`src/rtl/multiplier_top.sv`:
```
// multiplier_top: sequential unsigned shift-add multiplier, N-bit operands,
// 2N-bit product. start (IDLE only) launches an operation; after N cycles
// the product appears on out with a one-cycle valid strobe.
// Optional: define MULT_BUSY_EN to add a busy output (high in CALC and DONE).
`timescale 1ns/1ps
module multiplier_top #(
  parameter int N = 4
) (
  input  logic           clk,
  input  logic           rst_n,
  input  logic           start,
  input  logic [N-1:0]   a,
  input  logic [N-1:0]   b,
  output logic [2*N-1:0] out,
`ifdef MULT_BUSY_EN
  output logic           busy,
`endif
  output logic           valid
);

  localparam int              CW   = $clog2(N + 1);
  localparam logic [CW-1:0]   LAST = CW'(N - 1);

  typedef enum logic [1:0] {IDLE, CALC, DONE} state_t;

  state_t         state;
  logic [2*N-1:0] acc;
  logic [2*N-1:0] mcand;
  logic [N-1:0]   mplier;
  logic [CW-1:0]  count;
  logic [2*N-1:0] acc_nxt;

  // Partial-product add for the current multiplier bit
  always_comb begin
    acc_nxt = acc;
    if (mplier[0]) acc_nxt = acc + mcand;
  end

`ifdef MULT_BUSY_EN
  assign busy = (state != IDLE);
`endif

  // Control FSM plus datapath registers; out is only written on the final
  // iteration, so a partial accumulator is never visible.
  always_ff @(posedge clk or negedge rst_n) begin
    if (!rst_n) begin
      state  <= IDLE;
      acc    <= '0;
      mcand  <= '0;
      mplier <= '0;
      count  <= '0;
      out    <= '0;
      valid  <= 1'b0;
    end else begin
      case (state)
        IDLE: begin
          valid <= 1'b0;
          if (start) begin
            mcand  <= {{N{1'b0}}, a};
            mplier <= b;
            acc    <= '0;
            count  <= '0;
            state  <= CALC;
          end
        end
        CALC: begin
          acc    <= acc_nxt;
          mcand  <= mcand << 1;
          mplier <= mplier >> 1;
          count  <= count + 1'b1;
          if (count == LAST) begin
            out   <= acc_nxt;
            valid <= 1'b1;
            state <= DONE;
          end
        end
        DONE: begin
          valid <= 1'b0;
          state <= IDLE;
        end
        default: begin
          valid <= 1'b0;
          state <= IDLE;
        end
      endcase
    end
  end

endmodule

```
`config.mk`:
```
export PLATFORM = sky130hd
export DESIGN_NAME = multiplier_top
export DESIGN_NICKNAME = d
export VERILOG_FILES = /design/src/rtl/multiplier_top.sv
export SDC_FILE = /design/constraint.sdc
export NUM_CORES = 1
export LEC_CHECK = 0
export CAP_MARGIN = 5
export CORE_MARGIN = 4
export CORE_UTILIZATION = 40
export CTS_BUF_LIST = sky130_fd_sc_hd__clkbuf_16
export CTS_CLUSTER_SIZE = 14
export DETAILED_ROUTE_END_ITERATION = 7
export GPL_TIMING_DRIVEN = 0
export PLACE_DENSITY = 0.64
export SLEW_MARGIN = 20
export SYNTH_ARGS = -nofsm -noshare
export SYNTH_HDL_FRONTEND = slang
export SYNTH_SLANG_ARGS = --single-unit
```
`constraint.sdc`:
```
create_clock -name clk -period 3.15 [get_ports clk]
set_input_delay 0.63 -clock clk [delete_from_list [all_inputs] [get_ports clk]]
set_output_delay 0.63 -clock clk [all_outputs]
set_load 0.02 [all_outputs]
```
==> results of run 1 <==
-- worst reg2reg max path, stage by stage, from the launching register on --
cell	delay (ns)
dfrtp_1	0.41
ha_1	0.24
fa_1	0.45
a211oi_1	0.24
o21bai_1	0.11
a21oi_1	0.27
mux2i_1	0.23
nand2_1	0.06
-- logic make-up (layout without fill, tap and decap cells) --
| kind of cell | after synthesis | after routing | synth area share |
|---|---|---|---|
| flops | 34 | 34 | 0.480 |
| fa+ha+maj | 10 | 10 | 0.0748 |
| buf+inv | 12 | 40 | 0.0261 |
| compound gates | 63 | 63 | 0.228 |
| mux | 5 | 5 | 0.0282 |
| xor+xnor | 5 | 5 | 0.0247 |
| simple gates | 48 | 48 | 0.139 |
-- cell usage after synthesis (2+ instances only) --
| cell | instances |
|---|---|
| dfrtp_1 | 34 |
| nand2_1 | 19 |
| o21ai_0 | 18 |
| a21oi_1 | 16 |
| a22o_1 | 9 |
| ha_1 | 9 |
| nor2b_1 | 9 |
| nor2_1 | 8 |
| clkbuf_1 | 6 |
| a22oi_1 | 5 |
| inv_1 | 5 |
| mux2i_1 | 5 |
| a21oi_2 | 3 |
| and3_1 | 3 |
| xor2_1 | 3 |
| a31oi_1 | 2 |
| nor3_1 | 2 |
| o21bai_1 | 2 |
| o31ai_1 | 2 |
| xnor2_1 | 2 |
-- flip-flops by register name, summed over array words and instances, names as in the netlist --
| register | count |
|---|---|
| acc | 8 |
| state | 2 |
| mcand | 8 |
| count | 3 |
| mplier | 4 |
| out | 8 |
| valid | 1 |
-- power by group through the flow --
stage / clock (mW) / sequential, mW / combinational, mW
finish: 0.458 / 0.708 / 0.841
CTS: 0.465 / 0.709 / 0.851
floorplan: 0 / 0.734 / 0.541
detailed placement: 0 / 0.715 / 0.844
global route: 0.481 / 0.730 / 0.957
global placement: 0 / 0.705 / 0.802
-- stage by stage --
stage	util	hold slack, ns	instances
2_1_floorplan	-	0.334	177
3_3_place_gp	0.489	0.461	246
3_5_place_dp	0.495	0.469	247
4_1_cts	0.528	0.292	255
5_1_grt	0.528	0.313	255
6_report	0.528	0.276	255
-- final timing paths --
check / depth (start not counted) / from / to / slack [ns]
max in group asynchronous: 2 / rst_n / mcand[5] / 2.45
max reg2reg: 7 / mcand[0] / out[6] / 1.03
min reg2reg: 2 / out[2] / out[2] / 0.47
min in group clk: 2 / out[2] / out[2] / 0.47
min: 1 / rst_n / out[6] / 0.28
max: 7 / mcand[0] / out[6] / 1.03
-- layer usage --
| metal | up-vias | routed length, um |
|---|---|---|
| met5 | - | 0 |
| met4 | 0 | 71 |
| met3 | 9 | 156 |
| met2 | 27 | 1900 |
| met1 | 679 | 1750 |
| li1 | 699 | - |
-- placed cells by master (no fill, tap or decap), types with 6 or more instances in the layout --
cell	n
nor2b_1	9
nand2_1	19
o21ai_0	18
ha_1	9
dfrtp_1	34
inv_1	6
a21oi_1	16
nor2_1	8
a22o_1	9
clkbuf_1	6
clkdlybuf4s50_1	18
-- cell type report --
cell class,instances,share of cell area
buffer,7,0.0126
clock buffer,5,0.0572
clock inverter,3,0.00572
inverter,5,0.00858
multi-input combinational,131,0.401
sequential,34,0.389
tap,50,0.0286
timing repair buffer,20,0.0973
==> key figures, run 1 <==
Finish
  • Reg area: 851 um2
  • # diodes: 0
  • Multi-input gate area: 877 um2
  • # nets final: 225
  • Layout cells sized above 1: 0.0780
  • Design area: 2190 um2
  • Fillers: 380
  • Synth-to-Final Area Change: 23.3%

Die
  • Die Span Y: 74.6 um
  • Total die area: 5570 um2
  • Initial Util: 0.428
  • I/O pins: 20
  • Chip Width: 74.6 um
  • Core ar.: 4140 um2
  • FP Rows: 23

STA
  • Maximum clock frequency: 0.473 GHz
  • Setup Skew: 0.00353 ns
  • Final setup viols: 0
  • Worst-Margin Slew: 0.694 ns
  • Final hold viol count: 0
  • Tcrit/Tclk final: 0.671
  • Pins Over Slew Limit: 0
  • Setup_tns: 0 ns
  • Final worst setup slack: 1.03 ns
  • RSZ-0062 raised after global routing: false
  • Minimum clock period: 2.12 ns
  • Relative slew slack: 0.536

Clock tree
  • Clock tree buffer depth: 2
  • CTS tree: yes
  • Inserted Clock Buffers: 5
  • Clock latency on the worst-skew pair: 0.27 ns
  • Hold-fix buffers, CTS: 0
  • # Post-CTS Setup Buffers: 0
  • Clock sink count: 34
  • Clock root buffer: clkbuf_16
  • Clock Pin Slew Worst Setup and Hold Paths: 0.05 ns
  • Post-CTS Resized: 0
  • H-tree levels: 2

Synth
  • Post-synth EDFFs: 0
  • Seq/Total Area, Yosys: 0.480
  • Top cells by area, synth: dfrtp_1, ha_1, o21ai_0, a21oi_1, a22o_1
  • Syn nets: 198
  • Post-Synthesis Cell Area: 1770 um2
  • Asr flop ratio synth: 1.00
  • Synth cell types: 35
  • #FFs+latches synth: 34
  • Synth top area share: 0.480
  • Predominant post-synthesis flop cell: dfrtp_1
  • Syn Inst Count: 177
  • Synth area leader: dfrtp_1
  • Avg Inst Size Synth: 10.0 um2
  • Syn. warnings: 0

Power
  • Internal power: 1.23 mW
  • Combinational share of power: 0.419
  • Share of power burned in registers: 0.353
  • Leakage: 1.01 nW
  • Clock Power Share: 0.228
  • PwrDens: 918 nW/um2
  • Pwr Total: 2.01 mW
  • Switch Pwr: 780 uW
  • Worst vdd ir: 0.000521 V
  • Sw Share: 0.389

GRT
  • Number of global-route vias before repair: 1491
  • Total track usage: 0.163
  • Initial antenna violation count: 0
  • First-pass GRT wire length: 6.92 mm
  • Met1 GRT Util: 0.215
  • Gr busiest metal: met2
  • Met2 usage: 0.258
  • Grt total ovfl: 0
  • Met3 Resource Use GR: 0.0446
  • Largest net degree at the start of global routing: 20

Routing
  • Drt drc: 0
  • Number of vias per cell: 5.55
  • DRT Pass-1 Iters: 4
  • DRT antenna net count: 0
  • Wirelength per Cell: 15.2 um
  • Via Count: 1414
  • Detailed Route Iter0 Violations: 46
  • Final WL: 3.89 mm

Placed design
  • Dpl hpwl: 2.93 mm
  • Port Buffers: 19
  • Placed inst area: 2050 um2
  • GP Congestion: 0.907
  • Dpl ws: 0.799 ns

Worst setup path
  • Worst Path Buf+Inv: 0
  • Crit path DAT: 2.28 ns
  • Worst Path Required: 3.31 ns
  • Setup crit start kind: register
  • Critical Path Max Stage Delay: 0.45 ns
  • Crit Path Class: reg -> reg
  • Critical-path top delay cell: fa_1
  • Worst-path cell chain: ha_1 > fa_1 > a211oi_1 > o21bai_1 > a21oi_1 > mux2i_1 > nand2_1
  • Setup crit end kind: register
  • CP top delay family: adder cells
  • CP max FO: 4

Min path
  • Worst Hold Class: in -> async

Status
  • Run status: finished, final reports clean

Job
  • Max-cap violations: 0
Note: power is estimated with default switching activity, not from simulation.
==> run 2, diff against run 1 <==
Clock period 3.15 ns to 2.2 ns, I/O delays scaled along.
==> run 2 against run 1 <==
  * Clock power grew 43%
  * Final cell count is the same
  * Maximum frequency grew 3.6%
  * Die area unchanged
  * Total power is 43% higher
  * Critical path depth did not move
  * Sequential share of layout area fell by 0.067 points
  * Clock skew barely moved
  * Via count up 0.50%
  * Combinational power increased by 44%
  * Core utilization up 0.091 points
  * Critical endpoint unchanged
==> key figures, run 2 (synthesis gave the netlist of run 1 again) <==
Placed design
  • GP Congestion: 0.907 (unchanged)
  • Dpl ws: 0.0387 ns (-0.760 ns)
  • Port Buffers: 19 (unchanged)
  • Dpl hpwl: 2.93 mm (unchanged)

Finish
  • Multi-input gate area: 881 um2 (+0.43%)
  • # diodes: 0 (unchanged)
  • Layout cells sized above 1: 0.0829 (+0.00488)
  • Largest regs: acc: 8 flops, mcand: 8 flops, out: 8 flops
  • Synth-to-Final Area Change: 23.5%
  • Fillers: 381 (+0.26%)
  • Commonest non-fill, non-tap cell in the layout: dfrtp_1
  • Reg area: 851 um2 (unchanged)
  • # nets final: 225 (unchanged)
  • Commonest cells after routing, fill and taps aside: dfrtp_1, nand2_1, o21ai_0, clkdlybuf4s50_1, a21oi_1

Routing
  • Detailed Route Iter0 Violations: 51 (+11%)
  • Drt drc: 0 (unchanged)
  • Number of vias per cell: 5.57 (+0.50%)
  • Final WL: 3.90 mm (+0.31%)
  • DRT Pass-1 Iters: 4 (unchanged)
  • DRT antenna net count: 0 (unchanged)
  • Via Count: 1421 (+0.50%)
  • Wirelength per Cell: 15.3 um (+0.31%)

Die
  • FP Rows: 23 (unchanged)
  • I/O pins: 20 (unchanged)
  • Total die area: 5570 um2 (unchanged)
  • Chip Width: 74.6 um (unchanged)
  • Core ar.: 4140 um2 (unchanged)
  • Die Span Y: 74.6 um (unchanged)
  • Initial Util: 0.428 (unchanged)

Worst setup path
  • Critical R2R Capture: out[6]
  • Crit Path Class: reg -> reg
  • R2R setup slack: 0.16 ns (-0.88 ns)
  • Worst Path Required: 2.36 ns (-0.95 ns)
  • Setup crit end kind: register
  • Reg2Reg Depth: 7 (unchanged)
  • Reg-to-Reg Start: mcand[0]
  • Crit path DAT: 2.20 ns (-0.08 ns)
  • Setup crit start kind: register
  • CP max FO: 4 (unchanged)

Clock tree
  • Inserted Clock Buffers: 5 (unchanged)
  • Clock tree buffer depth: 2 (unchanged)
  • CTS tree: yes
  • Hold-fix buffers, CTS: 0 (unchanged)
  • H-tree levels: 2 (unchanged)
  • Clock root buffer: clkbuf_16
  • Clock sink count: 34 (unchanged)
  • Clock latency on the worst-skew pair: 0.27 ns (about the same)
  • Clock Pin Slew Worst Setup and Hold Paths: 0.05 ns (about the same)

STA
  • Tcrit/Tclk final: 0.928 (+0.257)
  • Pins Over Slew Limit: 0 (unchanged)
  • Hold WS: 0.0857 ns (-0.190 ns)
  • Final setup viols: 0 (unchanged)
  • Worst-Margin Slew: 0.699 ns (+0.00486 ns)
  • RSZ-0062 raised after global routing: false
  • Maximum clock frequency: 0.490 GHz (+3.6%)
  • Final worst setup slack: 0.158 ns (-0.877 ns)
  • Final hold viol count: 0 (unchanged)
  • Minimum clock period: 2.04 ns (-0.0729 ns)
  • Setup_tns: 0 ns (unchanged)
  • Relative slew slack: 0.533 (-0.00325)
  • Setup Skew: 0.00330 ns (-0.000228 ns)

GRT
  • First-pass GRT wire length: 6.92 mm (unchanged)
  • Number of global-route vias before repair: 1491 (unchanged)
  • Grt total ovfl: 0 (unchanged)
  • Met1 GRT Util: 0.215 (unchanged)
  • Total track usage: 0.163 (unchanged)
  • Initial antenna violation count: 0 (unchanged)
  • Met2 usage: 0.258 (unchanged)
  • Met3 Resource Use GR: 0.0446 (unchanged)
  • Largest net degree at the start of global routing: 20 (unchanged)
  • Gr busiest metal: met2

Power
  • Sw Share: 0.389 (+0.000612)
  • Switch Pwr: 1.12 mW (+44%)
  • Clock Power Share: 0.228 (about the same)
  • Leakage: 1.01 nW (about the same)
  • Share of power burned in registers: 0.352 (about the same)
  • PwrDens: 1310 nW/um2 (+43%)
  • Worst vdd ir: 0.000748 V (+44%)
  • Combinational share of power: 0.420 (about the same)
  • Internal power: 1.76 mW (+43%)

Min path
  • Worst Hold Class: in -> async

Status
  • Run status: finished, final reports clean

Job
  • Max-cap violations: 0 (unchanged)
run 2: per-layer routing:
metal / vias up / part of all wire
met5: - / 0
met4: 0 / 0.018
met3: 9 / 0.037
met2: 26 / 0.49
met1: 687 / 0.45
li1: 699 / -
run 2: timing repair:
| item | 4_1_cts | 5_1_grt |
|---|---|---|
| buffers inserted | 0 | 0 |
| resized for setup | 0 | 1 |
| setup endpoints to repair | 0 | 2 |
run 2: layout make-up:
class                   count  share of cell area
plain buffers               7              0.0126
clock buffers               5              0.0571
clock inverters             3             0.00571
inverters                   5             0.00857
multi-input cells         131               0.402
flip-flops and latches     34               0.388
well taps                  50              0.0286
repair buffers             20              0.0971
run 2: power by group through the flow:
stage               clock [mW]  sequential [mW]  combinational [mW]
floorplan                    0             1.05               0.775
global placement             0             1.01                1.15
detailed placement           0             1.02                1.21
CTS                      0.666             1.02                1.22
global route             0.688             1.05                1.37
finish                   0.655             1.01                1.21
run 2: worst max-delay path by stage:
stage                      to     start  cells past startpoint
global route           out[6]    acc[0]                      7
finish                 out[6]  mcand[0]                      7
floorplan              out[6]    acc[0]                      7
global placement    mplier[3]     rst_n                      1
CTS                    out[6]    acc[0]                      7
detailed placement   mcand[0]     start                      5
run 2: through the flow:
stage	cells	utilization	power (mW)	area [um2]
floorplan	177	-	1.83	1770
global placement	246	0.489	2.16	2030
detailed placement	247	0.495	2.23	2050
CTS	255	0.528	2.90	2190
global route	255	0.529	3.11	2190
finish	255	0.529	2.88	2190
run 2: worst max-delay path, stage by stage (launching register included):
cell and delay, ns:
dfrtp_1 0.41, ha_1 0.24, fa_1 0.45, a211oi_1 0.24, o21bai_1 0.12, a21oi_2 0.20, mux2i_1 0.21, nand2_1 0.06
==> run 3, diff against run 2 <==
Settings changed: CORE_MARGIN 4 to 1, CTS_CLUSTER_DIAMETER from default to 120.
==> run 3 against run 2 <==
  * Critical path depth unchanged
  * Non-clock buffer count unchanged
  * Via count down 1.5%
  * Sequential share of layout area down 0.48 points
  * Sequential power about the same
  * Clock skew up 0.00071 ns
  * Maximum frequency up 0.81%
  * Setup slack better by 0.016 ns
  * Clock power up 20%
  * Highest routed layer unchanged
  * Register-to-register slack better by 0.02 ns
  * Critical path type unchanged
==> key figures, run 3 (synthesis gave the netlist of run 1 again) <==
STA
  • Setup Skew: 0.00401 ns (+0.000706 ns)
  • Final setup viols: 0 (unchanged)
  • RSZ-0062 raised after global routing: false
  • Tcrit/Tclk final: 0.921 (-0.00749)
  • Maximum clock frequency: 0.494 GHz (+0.81%)
  • Pins Over Slew Limit: 0 (unchanged)
  • Final hold viol count: 0 (unchanged)
  • Minimum clock period: 2.03 ns (-0.0165 ns)
  • Setup_tns: 0 ns (unchanged)
  • Relative slew slack: 0.504 (-0.0287)
  • Worst-Margin Slew: 0.742 ns (+0.0430 ns)

GRT
  • Grt total ovfl: 0 (unchanged)
  • Largest net degree at the start of global routing: 21 (+5.0%)
  • Initial antenna violation count: 0 (unchanged)
  • Total track usage: 0.192 (+0.0281)
  • Number of global-route vias before repair: 1334 (-11%)
  • First-pass GRT wire length: 6.41 mm (-7.4%)

Die
  • Die Span Y: 68.6 um (-8.0%)
  • I/O pins: 20 (unchanged)
  • Chip Width: 68.6 um (-8.0%)
  • Total die area: 4710 um2 (-15%)
  • Initial Util: 0.431 (+0.00299)
  • FP Rows: 23 (unchanged)
  • Core ar.: 4120 um2 (-0.69%)

Worst setup path
  • Reg2Reg Depth: 7 (unchanged)
  • CP max FO: 4 (unchanged)
  • Setup crit end kind: register
  • Crit path DAT: 2.19 ns (about the same)
  • Worst Path Required: 2.36 ns (about the same)
  • Crit. Startpoint: mcand[0]
  • Setup crit start kind: register
  • Critical R2R Capture: out[6]
  • Reg-to-Reg Start: mcand[0]
  • R2R setup slack: 0.17 ns (+0.02 ns)
  • Crit Path Class: reg -> reg

Clock tree
  • H-tree levels: 2 (unchanged)
  • Clock tree buffer depth: 2 (unchanged)
  • Inserted Clock Buffers: 5 (unchanged)
  • CTS tree: yes
  • Clock Pin Slew Worst Setup and Hold Paths: 0.05 ns (about the same)
  • Clock root buffer: clkbuf_16
  • Clock latency on the worst-skew pair: 0.28 ns (about the same)
  • Clock sink count: 34 (unchanged)

Finish
  • Largest regs: acc: 8 flops, mcand: 8 flops, out: 8 flops
  • Fillers: 343 (-10%)
  • Commonest non-fill, non-tap cell in the layout: dfrtp_1
  • # diodes: 0 (unchanged)
  • Layout cells sized above 1: 0.0927 (+0.00976)
  • # nets final: 225 (unchanged)
  • Synth-to-Final Area Change: 25.0%
  • Commonest cells after routing, fill and taps aside: dfrtp_1, nand2_1, o21ai_0, clkdlybuf4s50_1, a21oi_1

Routing
  • Via Count: 1400 (-1.5%)
  • Final WL: 3.79 mm (-2.8%)
  • Number of vias per cell: 5.49 (-1.5%)
  • DRT Pass-1 Iters: 4 (unchanged)
  • DRT antenna net count: 0 (unchanged)
  • Drt drc: 0 (unchanged)
  • Wirelength per Cell: 14.9 um (-2.8%)
  • Detailed Route Iter0 Violations: 70 (+37%)

Min path
  • Worst Hold Class: in -> async

Power
  • Pwr Total: 3.00 mW (+4.3%)
  • PwrDens: 1350 nW/um2 (+3.0%)
  • Leakage: 1.02 nW (+1.1%)
  • Worst vdd ir: 0.000617 V (-18%)

Placed design
  • Port Buffers: 19 (unchanged)
  • GP Congestion: 0.813 (-10%)
  • Dpl hpwl: 2.73 mm (-6.9%)

Status
  • Run status: finished, final reports clean

Job
  • Max-cap violations: 0 (unchanged)
run 3: cell types whose count changed in the layout (fill, tap and decap cells not counted), sizes merged:
cell    delta
bufinv     +1
inv        -1
run 3: how the worst max path moves through the flow:
stage / slack (ns) / endpoint / cells past startpoint
detailed placement: 0.06 / mcand[3] / 5
global route: 0.07 / out[6] / 7
global placement: 0.008 / mplier[3] / 1
finish: 0.17 / out[6] / 7
floorplan: 0.29 / out[6] / 7
CTS: 0.08 / out[6] / 7
run 3: power breakdown:
part	switching (mW)	internal, mW	leakage (nW)	total (mW)
combinational	0.700	0.497	0.491	1.20
sequential	0.167	0.847	0.449	1.01
clock	0.260	0.529	0.0836	0.789
run 3: repair_timing:
action / in CTS / in global routing
hold endpoints to repair: 0 / 0
hold buffers: 0 / 0
setup buffers: 0 / 0
gates resized for setup: 0 / 1
endpoints found under the setup margin: 0 / 1
run 3: layout make-up:
type | count | area, um2 | share of cell area
multi-input combinational | 131 | 881 | 0.397
sequential | 34 | 851 | 0.384
timing repair buffer | 20 | 213 | 0.0959
clock buffer | 5 | 125 | 0.0564
tap | 50 | 62.6 | 0.0282
clock inverter | 3 | 40.0 | 0.0180
buffer | 7 | 27.5 | 0.0124
inverter | 5 | 18.8 | 0.00846
run 3: metal layers:
layer	wire length (um)	global-route usage
met1	1780	0.248
met2	1790	0.303
met3	158	0.0543
met4	57	0.0703
met5	0	0
run 3: worst max-delay path, cell delays in order (launching register included):
cell and delay (ns):
dfrtp_1 0.41, ha_1 0.23, fa_1 0.44, a211oi_1 0.23, o21bai_1 0.12, a21oi_2 0.20, mux2i_1 0.21, nand2_1 0.07
run 3: stage by stage:
stage | hold WS, ns | utilization | cell area [um2] | std cells | worst slack (ns)
after CTS | 0.0886 | 0.538 | 2210 | 255 | 0.0758
after floorplan | 0.144 | - | 1770 | 177 | 0.288
after detailed placement | 0.387 | 0.498 | 2050 | 247 | 0.0627
final | 0.0751 | 0.539 | 2220 | 255 | 0.174
after global placement | 0.462 | 0.493 | 2030 | 246 | 0.00772
after global routing | 0.104 | 0.539 | 2220 | 255 | 0.0654
